<file path="config.mk">
export PLATFORM = sky130hd
export DESIGN_NAME = oeo_recirc_buffer
export DESIGN_NICKNAME = d
export VERILOG_FILES = /design/src/rtl/oeo_recirc_buffer_pkg.sv /design/src/rtl/oeo_recirc_buffer_fifo.sv /design/src/rtl/oeo_recirc_buffer.sv
export SDC_FILE = /design/constraint.sdc
export NUM_CORES = 1
export LEC_CHECK = 0
export ABC_CLOCK_PERIOD_IN_PS = 5100
export BUFFER_PORTS_ARGS = -buffer_cell sky130_fd_sc_hd__clkbuf_2
export CORE_ASPECT_RATIO = 1.75
export CORE_UTILIZATION = 54
export CTS_CLUSTER_DIAMETER = 150
export DETAILED_ROUTE_END_ITERATION = 12
export PLACE_DENSITY = 0.74
export SLEW_MARGIN = 0
export SYNTH_ARGS = -nofsm -noshare
export SYNTH_HDL_FRONTEND = slang
export SYNTH_SLANG_ARGS = --single-unit
</file>
<file path="constraint.sdc">
create_clock -name clk -period 5.1 [get_ports clk]
set_clock_uncertainty 0.2 [all_clocks]
set_input_delay 0.51 -clock clk [delete_from_list [all_inputs] [get_ports clk]]
set_output_delay 0.51 -clock clk [all_outputs]
set_load 0.005 [all_outputs]
</file>
<file path="src/rtl/oeo_recirc_buffer_pkg.sv">
`default_nettype none
// ============================================================================
// Module   : oeo_recirc_buffer_pkg
// Purpose  : Shared switch-level types and constants for the OEO
//            recirculation buffer: packet, request and grant records, the
//            recirculated-tag bit position and the buffer FSM state encoding.
// Ports    : none (package)
// Revision : 1.0 - initial release
// ============================================================================
package oeo_recirc_buffer_pkg;

  localparam int PORTS      = 4;                // switch ports
  localparam int TOF        = 4;                // time of flight, cycles
  localparam int DEST_W     = $clog2(PORTS);
  localparam int DATA_W     = 33;
  localparam int RECIRC_BIT = 32;               // data bit tagging a recirculated packet

  typedef struct packed {
    logic              valid;
    logic [DEST_W-1:0] dest;
    logic [DATA_W-1:0] data;
  } packet_t;

  typedef struct packed {
    logic              valid;
    logic [DEST_W-1:0] dest;
  } req_t;

  typedef struct packed {
    logic valid;
  } grant_t;

  typedef enum logic [1:0] {
    ST_IDLE = 2'd0,
    ST_REQ  = 2'd1,
    ST_WAIT = 2'd2,
    ST_SEND = 2'd3
  } state_t;

endpackage
`default_nettype wire

</file>
<file path="src/rtl/oeo_recirc_buffer_fifo.sv">
`default_nettype none
// ============================================================================
// Module   : sync_fifo_packet
// Purpose  : Single-clock packet FIFO with extended-pointer full/empty decode.
// Ports    : clk, rst_n         clock, async active-low reset
//            i_push, i_data    write request and packet
//            i_pop             read request (head advances)
//            o_head            packet at the read pointer
//            o_next_dest       dest of the entry behind the head
//            o_empty, o_full   pointer decodes
//            o_count           entry count
//            o_push_ok         this cycle's push is being accepted
// Revision : 1.0 - initial release
// ============================================================================
module sync_fifo_packet
  import oeo_recirc_buffer_pkg::*;
#(
  parameter int DEPTH = 8
) (
  input  logic                    clk,
  input  logic                    rst_n,
  input  logic                    i_push,
  input  packet_t                 i_data,
  input  logic                    i_pop,
  output packet_t                 o_head,
  output logic [DEST_W-1:0]       o_next_dest,
  output logic                    o_empty,
  output logic                    o_full,
  output logic [$clog2(DEPTH):0]  o_count,
  output logic                    o_push_ok
);

  localparam int AW = $clog2(DEPTH);

  logic [AW:0]   r_wr_ptr;
  logic [AW:0]   r_rd_ptr;
  packet_t       r_mem [DEPTH];
  logic          w_pop_ok;
  logic [AW-1:0] w_rd_nxt;

  assign o_empty   = (r_wr_ptr == r_rd_ptr);
  assign o_full    = (r_wr_ptr[AW] != r_rd_ptr[AW]) &&
                     (r_wr_ptr[AW-1:0] == r_rd_ptr[AW-1:0]);
  assign o_count   = r_wr_ptr - r_rd_ptr;
  assign w_pop_ok  = i_pop && !o_empty;
  // A pop in the same cycle frees the slot, so a push into a full FIFO is
  // still accepted when it coincides with a pop.
  assign o_push_ok = i_push && (!o_full || w_pop_ok);

  assign w_rd_nxt    = r_rd_ptr[AW-1:0] + AW'(1);
  assign o_head      = r_mem[r_rd_ptr[AW-1:0]];
  assign o_next_dest = r_mem[w_rd_nxt].dest;

  always_ff @(posedge clk or negedge rst_n) begin
    if (!rst_n) begin
      r_wr_ptr <= '0;
      r_rd_ptr <= '0;
    end else begin
      if (o_push_ok) r_wr_ptr <= r_wr_ptr + (AW+1)'(1);
      if (w_pop_ok)  r_rd_ptr <= r_rd_ptr + (AW+1)'(1);
    end
  end

  always_ff @(posedge clk) begin
    if (o_push_ok) r_mem[r_wr_ptr[AW-1:0]] <= i_data;
  end

endmodule
`default_nettype wire

</file>
<file path="src/rtl/oeo_recirc_buffer.sv">
`default_nettype none
// ============================================================================
// Module   : oeo_recirc_buffer
// Purpose  : Per-port recirculation buffer. Stores packets diverted by the
//            switch, re-requests arbitration for the head packet and
//            re-injects it once granted.
// Ports    : clk, rst_n     clock, async active-low reset
//            pkt_in         packet from switch buffer output
//            pkt_out        re-injected packet (valid one cycle per send)
//            req_out        arbitration request for the head packet
//            grant_in       grant for the outstanding request
//            empty, full    FIFO status
//            occupancy      FIFO entry count
//            drop           pulse: an incoming packet was lost (FIFO full)
//            drop_count     saturating drop counter
// Revision : 1.0 - initial release
// ============================================================================
module oeo_recirc_buffer
  import oeo_recirc_buffer_pkg::*;
#(
  parameter int DEPTH   = 8,
  parameter int TIMEOUT = 16
) (
  input  logic                    clk,
  input  logic                    rst_n,
  input  packet_t                 pkt_in,
  output packet_t                 pkt_out,
  output req_t                    req_out,
  input  grant_t                  grant_in,
  output logic                    empty,
  output logic                    full,
  output logic [$clog2(DEPTH):0]  occupancy,
  output logic                    drop,
  output logic [15:0]             drop_count
);

  localparam int TW = $clog2(TIMEOUT);
  localparam int PW = $clog2(DEPTH) + 1;

  state_t            r_state;
  state_t            w_next_state;
  logic [TW-1:0]     r_timer;
  packet_t           w_head;
  logic [DEST_W-1:0] w_next_dest;
  logic [DEST_W-1:0] w_req_dest;
  logic              w_pop;
  logic              w_push_ok;
  logic              w_drop;
  packet_t           r_pkt_out;
  req_t              r_req;
  logic              r_drop;
  logic [15:0]       r_drop_count;

  assign w_pop  = (r_state == ST_SEND);
  assign w_drop = pkt_in.valid && !w_push_ok;

  sync_fifo_packet #(
    .DEPTH (DEPTH)
  ) u_fifo (
    .clk         (clk),
    .rst_n       (rst_n),
    .i_push      (pkt_in.valid),
    .i_data      (pkt_in),
    .i_pop       (w_pop),
    .o_head      (w_head),
    .o_next_dest (w_next_dest),
    .o_empty     (empty),
    .o_full      (full),
    .o_count     (occupancy),
    .o_push_ok   (w_push_ok)
  );

  always_comb begin
    w_next_state = r_state;
    w_req_dest   = w_head.dest;
    case (r_state)
      ST_IDLE: if (!empty) w_next_state = ST_REQ;
      ST_REQ:  w_next_state = ST_WAIT;
      ST_WAIT: begin
        if (grant_in.valid)                     w_next_state = ST_SEND;
        else if (r_timer == TW'(TIMEOUT - 1))   w_next_state = ST_REQ;
      end
      ST_SEND: begin
        // The head pops this cycle; the following request targets whatever
        // becomes the new head: the entry behind it, or the packet being
        // pushed right now when the popped entry was the only one.
        if ((occupancy > PW'(1)) || w_push_ok) w_next_state = ST_REQ;
        else                                   w_next_state = ST_IDLE;
        w_req_dest = (occupancy > PW'(1)) ? w_next_dest : pkt_in.dest;
      end
      default: w_next_state = ST_IDLE;
    endcase
  end

  always_ff @(posedge clk or negedge rst_n) begin
    if (!rst_n) begin
      r_state      <= ST_IDLE;
      r_timer      <= '0;
      r_pkt_out    <= '0;
      r_req        <= '0;
      r_drop       <= 1'b0;
      r_drop_count <= '0;
    end else begin
      r_state <= w_next_state;

      if (r_state == ST_REQ)       r_timer <= '0;
      else if (r_state == ST_WAIT) r_timer <= r_timer + TW'(1);

      // Outputs are registered off the next state so they line up with the
      // cycle the FSM spends in REQ / SEND.
      r_pkt_out <= '0;
      if (w_next_state == ST_SEND) begin
        r_pkt_out       <= w_head;
        r_pkt_out.valid <= 1'b1;
      end

      r_req <= '0;
      if (w_next_state == ST_REQ) begin
        r_req.valid <= 1'b1;
        r_req.dest  <= w_req_dest;
      end

      r_drop <= w_drop;
      if (w_drop && (r_drop_count != 16'hFFFF)) r_drop_count <= r_drop_count + 16'd1;
    end
  end

  assign pkt_out    = r_pkt_out;
  assign req_out    = r_req;
  assign drop       = r_drop;
  assign drop_count = r_drop_count;

endmodule
`default_nettype wire

</file>
==> results of run 1 <==
## layer usage
metal / up-vias / wire (microns) / GRT usage [%]
met5: - / 0 / 0
met4: 0 / 901 / 8.81
met3: 64 / 1160 / 2.67
met2: 228 / 14400 / 38.5
met1: 3450 / 9920 / 26.5
li1: 2931 / - / -
## stage by stage
step / power (mW) / area (sq um) / setup WS [ps] / util (%) / hold WS, ps
floorplan: 5.86 / 13600 / 6.03 / - / 14.4
global placement: 6.63 / 14500 / 1630 / 58.8 / 257
detailed placement: 6.75 / 14500 / 1530 / 58.8 / 268
CTS: 9.02 / 15500 / 1510 / 62.9 / 24.8
global route: 9.36 / 15500 / 1330 / 62.9 / 21.5
finish: 8.91 / 15500 / 1650 / 62.9 / 36.5
## registers in the layout, indices dropped and copies added (netlist names)
register	flops
pkt_out	36
r_timer	4
drop_count	16
req_out	3
u_fifo.r_wr_ptr	4
u_fifo.r_rd_ptr	4
r_state	2
drop	1
u_fifo.r_mem	280
## how the worst min path moves through the flow
stage                           start                             to  slack (ps)  depth (start not counted)
2_1_floorplan                   rst_n                 drop$_DFF_PN0_          10                          0
3_3_place_gp   r_timer[3]$_DFFE_PN0P_         r_timer[3]$_DFFE_PN0P_         260                          1
3_5_place_dp   r_timer[3]$_DFFE_PN0P_         r_timer[3]$_DFFE_PN0P_         270                          1
4_1_cts                    pkt_in[15]  u_fifo.r_mem[7][15]$_DFFE_PP_          20                          1
5_1_grt                    pkt_in[17]  u_fifo.r_mem[7][17]$_DFFE_PP_          20                          1
6_report                   pkt_in[17]  u_fifo.r_mem[7][17]$_DFFE_PP_          40                          1
## cell usage after synthesis (3+ instances only)
library cell and number:
mux4_2 72, edfxtp_1 280, nor3_1 37, buf_2 18
inv_1 16, clkbuf_1 7, and3_1 4, mux2_2 3
dfrtp_1 70, xor2_1 5, nor2_1 16, nand3_1 10
xnor2_1 19, mux2i_1 40, nand2b_1 4, ha_1 11
nand2_1 20, nand4_1 6, o21ai_0 6
## final cells by class
type,count,area share [%]
clock buffer,40,5.35
clock inverter,16,1.07
inverter,17,0.412
multi-input combinational,284,21.1
sequential,350,65.6
tap,312,2.52
timing repair buffer,113,3.89
## logic make-up (layout without fill, tap and decap cells)
family                   after synthesis  in the layout  synth area share (%)
flip-flops                           350            350                  74.9
multiplexers                         115            115                  15.1
AND/OR/NAND/NOR                      108            108                  4.08
buffers and inverters                 46            186                  1.49
XOR/XNOR                              25             25                  1.75
AO/OA/AOI/OAI                         24             24                  1.48
adder cells (fa/ha/maj)               12             12                  1.16
## cell usage in the layout, fill, tap and decap left out, types with 2 or more instances in the layout
| cell type | count |
|---|---|
| edfxtp_1 | 280 |
| mux2_2 | 3 |
| inv_1 | 16 |
| nand3_1 | 10 |
| ha_1 | 11 |
| and3_1 | 4 |
| nor2b_1 | 2 |
| buf_4 | 13 |
| nor2_1 | 10 |
| nor3_1 | 35 |
| nor2_4 | 6 |
| xor2_1 | 5 |
| dfrtp_1 | 68 |
| bufinv_16 | 3 |
| nand2_1 | 20 |
| clkbuf_1 | 7 |
| nand3b_1 | 2 |
| xnor2_1 | 19 |
| mux2i_1 | 40 |
| clkinv_1 | 3 |
| dfrtp_4 | 2 |
| o31ai_1 | 2 |
| clkbuf_2 | 99 |
| a21o_1 | 2 |
| clkinvlp_4 | 4 |
| nand2b_1 | 4 |
| o31a_1 | 2 |
| nor3_2 | 2 |
| clkbuf_16 | 31 |
| nand4_1 | 6 |
| clkinv_2 | 5 |
| and2_1 | 2 |
| mux4_2 | 72 |
| clkbuf_8 | 2 |
| o21ai_0 | 6 |
## report_power, final
part	total (mW)	switching [mW]	internal [mW]
Combinational	2.78	1.56	1.22
Sequential	3.86	0.248	3.61
Clock	2.28	0.983	1.30
Total	8.91	2.79	6.12
==> impl_results.md, run 1 <==
- Slowest CP cell: nor2_4
- TritonCTS clock tree: yes
- Fin nets: 847
- VDD IR max: 366 uV
- Crit path cell chain: ha_1, nand3_1, o31a_1, nand2_1, nor2_4
- Tcrit/Tclk final: 67.7%
- Placed Cells: 1075
- Post-Syn Instances: 680
- Number of global-route vias before repair: 7189
- DRT antenna net count: 0
- HPWL Detailed: 16000 microns
- Yosys warnings: 0
- Synth top area cells: edfxtp_1 (62%), dfrtp_1 (13%), mux4_2 (12%), mux2i_1 (3.0%), nor3_1 (1.4%)
- Die W: 122 microns
- Initial Util: 55.1%
- Antenna violations before repair: 0
- Cell taking the most area after synthesis: edfxtp_1
- Top Family by Delay on Critical Path: simple AND/OR/NAND/NOR gates
- CP Max Fanout: 35
- Cell count along the critical path: 5
- Die area: 0.0258 sq mm
- DR pass1 iterations: 5
- Wire per inst: 23.3 microns
- Required @ worst endpoint: 5060 ps
- Top-Level Pins: 101
- Final Hold Viols: 0
- Worst Setup End Kind: flop
- Post-Route WL: 26400 microns
- Clk pin slew, worst setup/hold paths: 70 ps
- Clk_lat worst skew: 560 ps
- Measured slew at the worst slew-check pin: 1260 ps
- Core ar.: 0.0246 sq mm
- MaxCap Viol Count: 0
- R2R Path End: u_fifo.r_mem[3][4]$_DFFE_PP_
- Post-Syn Nets: 731
- Async set or reset register ratio after synthesis: 20.0%
- Synth Register Bits: 350
- Crit path largest cell delay: 1020 ps
- Fin Setup TNS: 0 ps
- Worst r2r src: u_fifo.r_rd_ptr[0]$_DFFE_PN0P_
- Slew headroom: 15.8%
- Slew Viols, Final: 0
- Layout cells sized above 1: 30.7%
- Status: finished clean
- Gr ovfl total: 0
- Global placer's final weighted congestion: 0.838
- Drt drc: 0
- Synth Flop Type: edfxtp_1
- First-pass GRT wire length: 40900 microns
- Bufs and invs on worst path: 0
- DR vias: 6673
- Crit path launch: u_fifo.r_rd_ptr[0]$_DFFE_PN0P_
- DRT iter0 DRCs: 441
- Layout area overhead: 14.2%
- Clk root buf: clkbuf_16
- Arrival time at the worst endpoint: 3420 ps
- P_leak: 5.65 nW
- Mean Syn Cell Area: 20.0 sq um
- Layout Cells excl Fill: 1132
- PostCTS Resize Cnt: 0
- Max Fclk: 0.290 GHz
- Register area: 0.0102 sq mm
- RSZ-0062 raised after global routing: no
- Critical Path Sink: u_fifo.r_mem[3][4]$_DFFE_PP_
- Number of synthesized flops with an enable pin: 280
- Hold/Removal Path Class: in2reg
- Tmin final: 3450 ps
- Power density over the cells: 575 mW/mm^2
- Via density per instance: 5.89
- Antenna cells: 0
- Max clock buf depth: 3
- Reg2Reg Depth: 5
- R2r setup slk: 1650 ps
- Row Count: 76
- Crit Path Class: reg2reg
- Final setup vio count: 0
- Crit path launch type: flop
- Setup Fix Bufs, Post-CTS: 0
- Multi-input logic area: 0.00327 sq mm
- Mapped cell area: 0.0136 sq mm
- Clock sinks: 350
- Filler cells: 1724
- Post-synthesis sequential area ratio: 74.9%
- GRT Util Overall: 21.7%
- Total CTS buffers: 30
- Largest net degree at the start of global routing: 75
- Top-area cell type share of the netlist area: 62.0%
- Cts-stage hold buffer count: 1
- Count of cell types in the netlist: 48
- Port bufs: 100
- H-tree lvl count: 1
- Die Height: 212 microns
Power figures use the tool's default switching activity.
==> run 2: changes to the inputs <==
Settings changed: ABC_CLOCK_PERIOD_IN_PS 5100 to 3550, CORE_UTILIZATION 54 to 55, PLACE_DENSITY 0.74 to 0.72.
Clock period 5.1 ns to 3.55 ns, I/O delays scaled along.
==> impl_results.md, run 2 (same netlist as run 1, synthesis figures left out) <==
- Filler cells: 1607 (-6.8%)
- Initial Util: 56.3% (+1.2 points)
- Tcrit/Tclk final: 87.0% (+19 points)
- Max reg flops: 280 (unchanged)
- Register area: 0.0102 sq mm (unchanged)
- DR pass1 iterations: 4 (-1)
- DRT iter0 DRCs: 387 (-12%)
- Setup Fix Bufs, Post-CTS: 0 (unchanged)
- First-pass GRT wire length: 41800 microns (+2.1%)
- Final Hold Viols: 0 (unchanged)
- Crit path cell chain: inv_2, ha_1, nand3_1, or2_2, inv_1, nand2_1, a22o_2, inv_1, a2111oi_0
- Layout area overhead: 17.7%
- Port bufs: 100 (unchanged)
- Power density over the cells: 814 mW/mm^2 (+41%)
- Bufs and invs on worst path: 3 (+3)
- Max Fclk: 0.324 GHz (+12%)
- Worst Setup End Kind: flop
- Slew Viols, Final: 0 (unchanged)
- Arrival time at the worst endpoint: 3320 ps (-100 ps)
- Clock power share: 25.8% (+0.2 points)
- Worst hold margin: 57.2 ps (+20.7 ps)
- DR vias: 6817 (+2.2%)
- Seq pwr share: 41.9% (-1.3 points)
- Most frequent cells in the layout: edfxtp_1 (280), clkbuf_2 (99), mux4_2 (72), dfrtp_1 (68), mux2i_1 (40)
- Clk root buf: clkbuf_16
- Core ar.: 0.0241 sq mm (-2.1%)
- Antenna violations before repair: 0 (unchanged)
- Post-Layout Inst Area: 0.0160 sq mm (+3.1%)
- Die Height: 210 microns (-0.90%)
- Required @ worst endpoint: 3780 ps (-1280 ps)
- HPWL Detailed: 15000 microns (-6.7%)
- CP Max Fanout: 37 (+5.7%)
- Hold/Removal Path Class: in2reg
- Placed Cells: 1075 (unchanged)
- Clk pin slew, worst setup/hold paths: 70 ps (about the same)
- DRT antenna net count: 0 (unchanged)
- RSZ-0062 raised after global routing: no
- Top Family by Delay on Critical Path: compound AO/OA/AOI/OAI gates
- Clk_lat worst skew: 560 ps (about the same)
- Row Count: 75 (-1.3%)
- Tmin final: 3090 ps (-366 ps)
- Largest net degree at the start of global routing: 80 (+6.7%)
- Layout Cells excl Fill: 1166 (+3.0%)
- Global placer's final weighted congestion: 0.806 (-3.7%)
- Post-Route WL: 26600 microns (+0.83%)
- Combinational group share of total power: 32.3% (+1.1 points)
- Power, Total: 13.0 mW (+46%)
- Crit path launch type: flop
- GRT Util Overall: 22.1% (+0.46 points)
- Number of global-route vias before repair: 7493 (+4.2%)
- P_leak: 5.84 nW (+3.5%)
- Placed Area: 0.0146 sq mm (+0.78%)
- Sw frac: 31.3% (-0.059 points)
- Crit Path Class: reg2reg
- Wire per inst: 22.8 microns (-2.1%)
- Pint: 8.94 mW (+46%)
- Fin nets: 886 (+4.6%)
- Drt drc: 0 (unchanged)
- Slowest CP cell: a22o_2
- VDD IR max: 624 uV (+71%)
- Die W: 121 microns (-0.90%)
- Antenna cells: 0 (unchanged)
- Max clock buf depth: 3 (unchanged)
- Die area: 0.0253 sq mm (-1.8%)
- Slew headroom: 32.3% (+17 points)
- Gr ovfl total: 0 (unchanged)
- Measured slew at the worst slew-check pin: 1020 ps (-245 ps)
- CP dominant cell by count: inv_1
- Total CTS buffers: 30 (unchanged)
- Final setup vio count: 0 (unchanged)
- H-tree lvl count: 1 (unchanged)
- Crit path largest cell delay: 810 ps (-210 ps)
- Clock sinks: 350 (unchanged)
- Top-Level Pins: 101 (unchanged)
- Status: finished clean
- TritonCTS clock tree: yes
- Via density per instance: 5.85 (-0.82%)
- MaxCap Viol Count: 0 (unchanged)
- Multi-input logic area: 0.00329 sq mm (+0.38%)
- Fin Setup TNS: 0 ps (unchanged)
- P_sw: 4.07 mW (+46%)
- Layout cells sized above 1: 29.6% (-1.1 points)
- Most common cell after layout, fill and taps aside: edfxtp_1
## run 2: cell type report
cell class,instances,area share (%)
well taps,308,2.41
clock buffers,41,5.22
repair buffers,152,6.62
flip-flops and latches,350,63.6
inverters,17,0.399
clock inverters,14,1.14
multi-input cells,284,20.6
## run 2: repair_timing
action	4_1_cts	5_1_grt
resized for setup	0	0
endpoints found under the hold margin	350	0
hold buffers	36	0
## run 2: path summary, 6_finish.rpt
path / startpoint / to / slack, ps / depth (start not counted)
hold reg to reg: r_timer[3]$_DFFE_PN0P_ / r_timer[3]$_DFFE_PN0P_ / 280 / 1
min in group asynchronous: rst_n / drop_count[0]$_DFFE_PN0P_ / 310 / 2
setup / recovery: u_fifo.r_rd_ptr[2]$_DFFE_PN0P_ / req_out[1]$_DFF_PN0_ / 460 / 9
max in group asynchronous: rst_n / u_fifo.r_rd_ptr[1]$_DFFE_PN0P_ / 2090 / 2
hold / removal: pkt_in[35] / drop$_DFF_PN0_ / 60 / 3
setup reg to reg: u_fifo.r_rd_ptr[2]$_DFFE_PN0P_ / req_out[1]$_DFF_PN0_ / 460 / 9
## run 2: metrics by stage
step                      util (%)  setup WS (ps)
after global routing          66.3            230
after detailed placement      60.5            450
after CTS                     66.3            434
after floorplan                  -           25.1
after global placement        60.5            540
final                         66.3            462
## run 2: worst reg2reg max path, delay by kind of cell, from the launching register on
family | cells | cell delay, ps
AO/OA/AOI/OAI | 2 | 1140
buffers and inverters | 3 | 360
AND/OR/NAND/NOR | 3 | 400
flip-flops | 1 | 510
adder cells (fa/ha/maj) | 1 | 360
## run 2: power by group through the flow
stage | Combinational, mW | Clock, mW | Sequential [mW]
2_1_floorplan | 2.99 | 0 | 5.45
3_3_place_gp | 4.11 | 0 | 5.48
3_5_place_dp | 4.22 | 0 | 5.54
4_1_cts | 4.27 | 3.42 | 5.45
5_1_grt | 4.58 | 3.56 | 5.50
6_report | 4.21 | 3.35 | 5.45
## run 2: routing by layer
| metal | track usage [%] | part of all wire [%] | vias up |
|---|---|---|---|
| met4 | 8.39 | 3.1 | 0 |
| met5 | 0 | 0 | - |
| li1 | - | - | 3007 |
| met1 | 27.3 | 38 | 3555 |
| met2 | 39.6 | 54 | 193 |
| met3 | 2.88 | 5.0 | 62 |
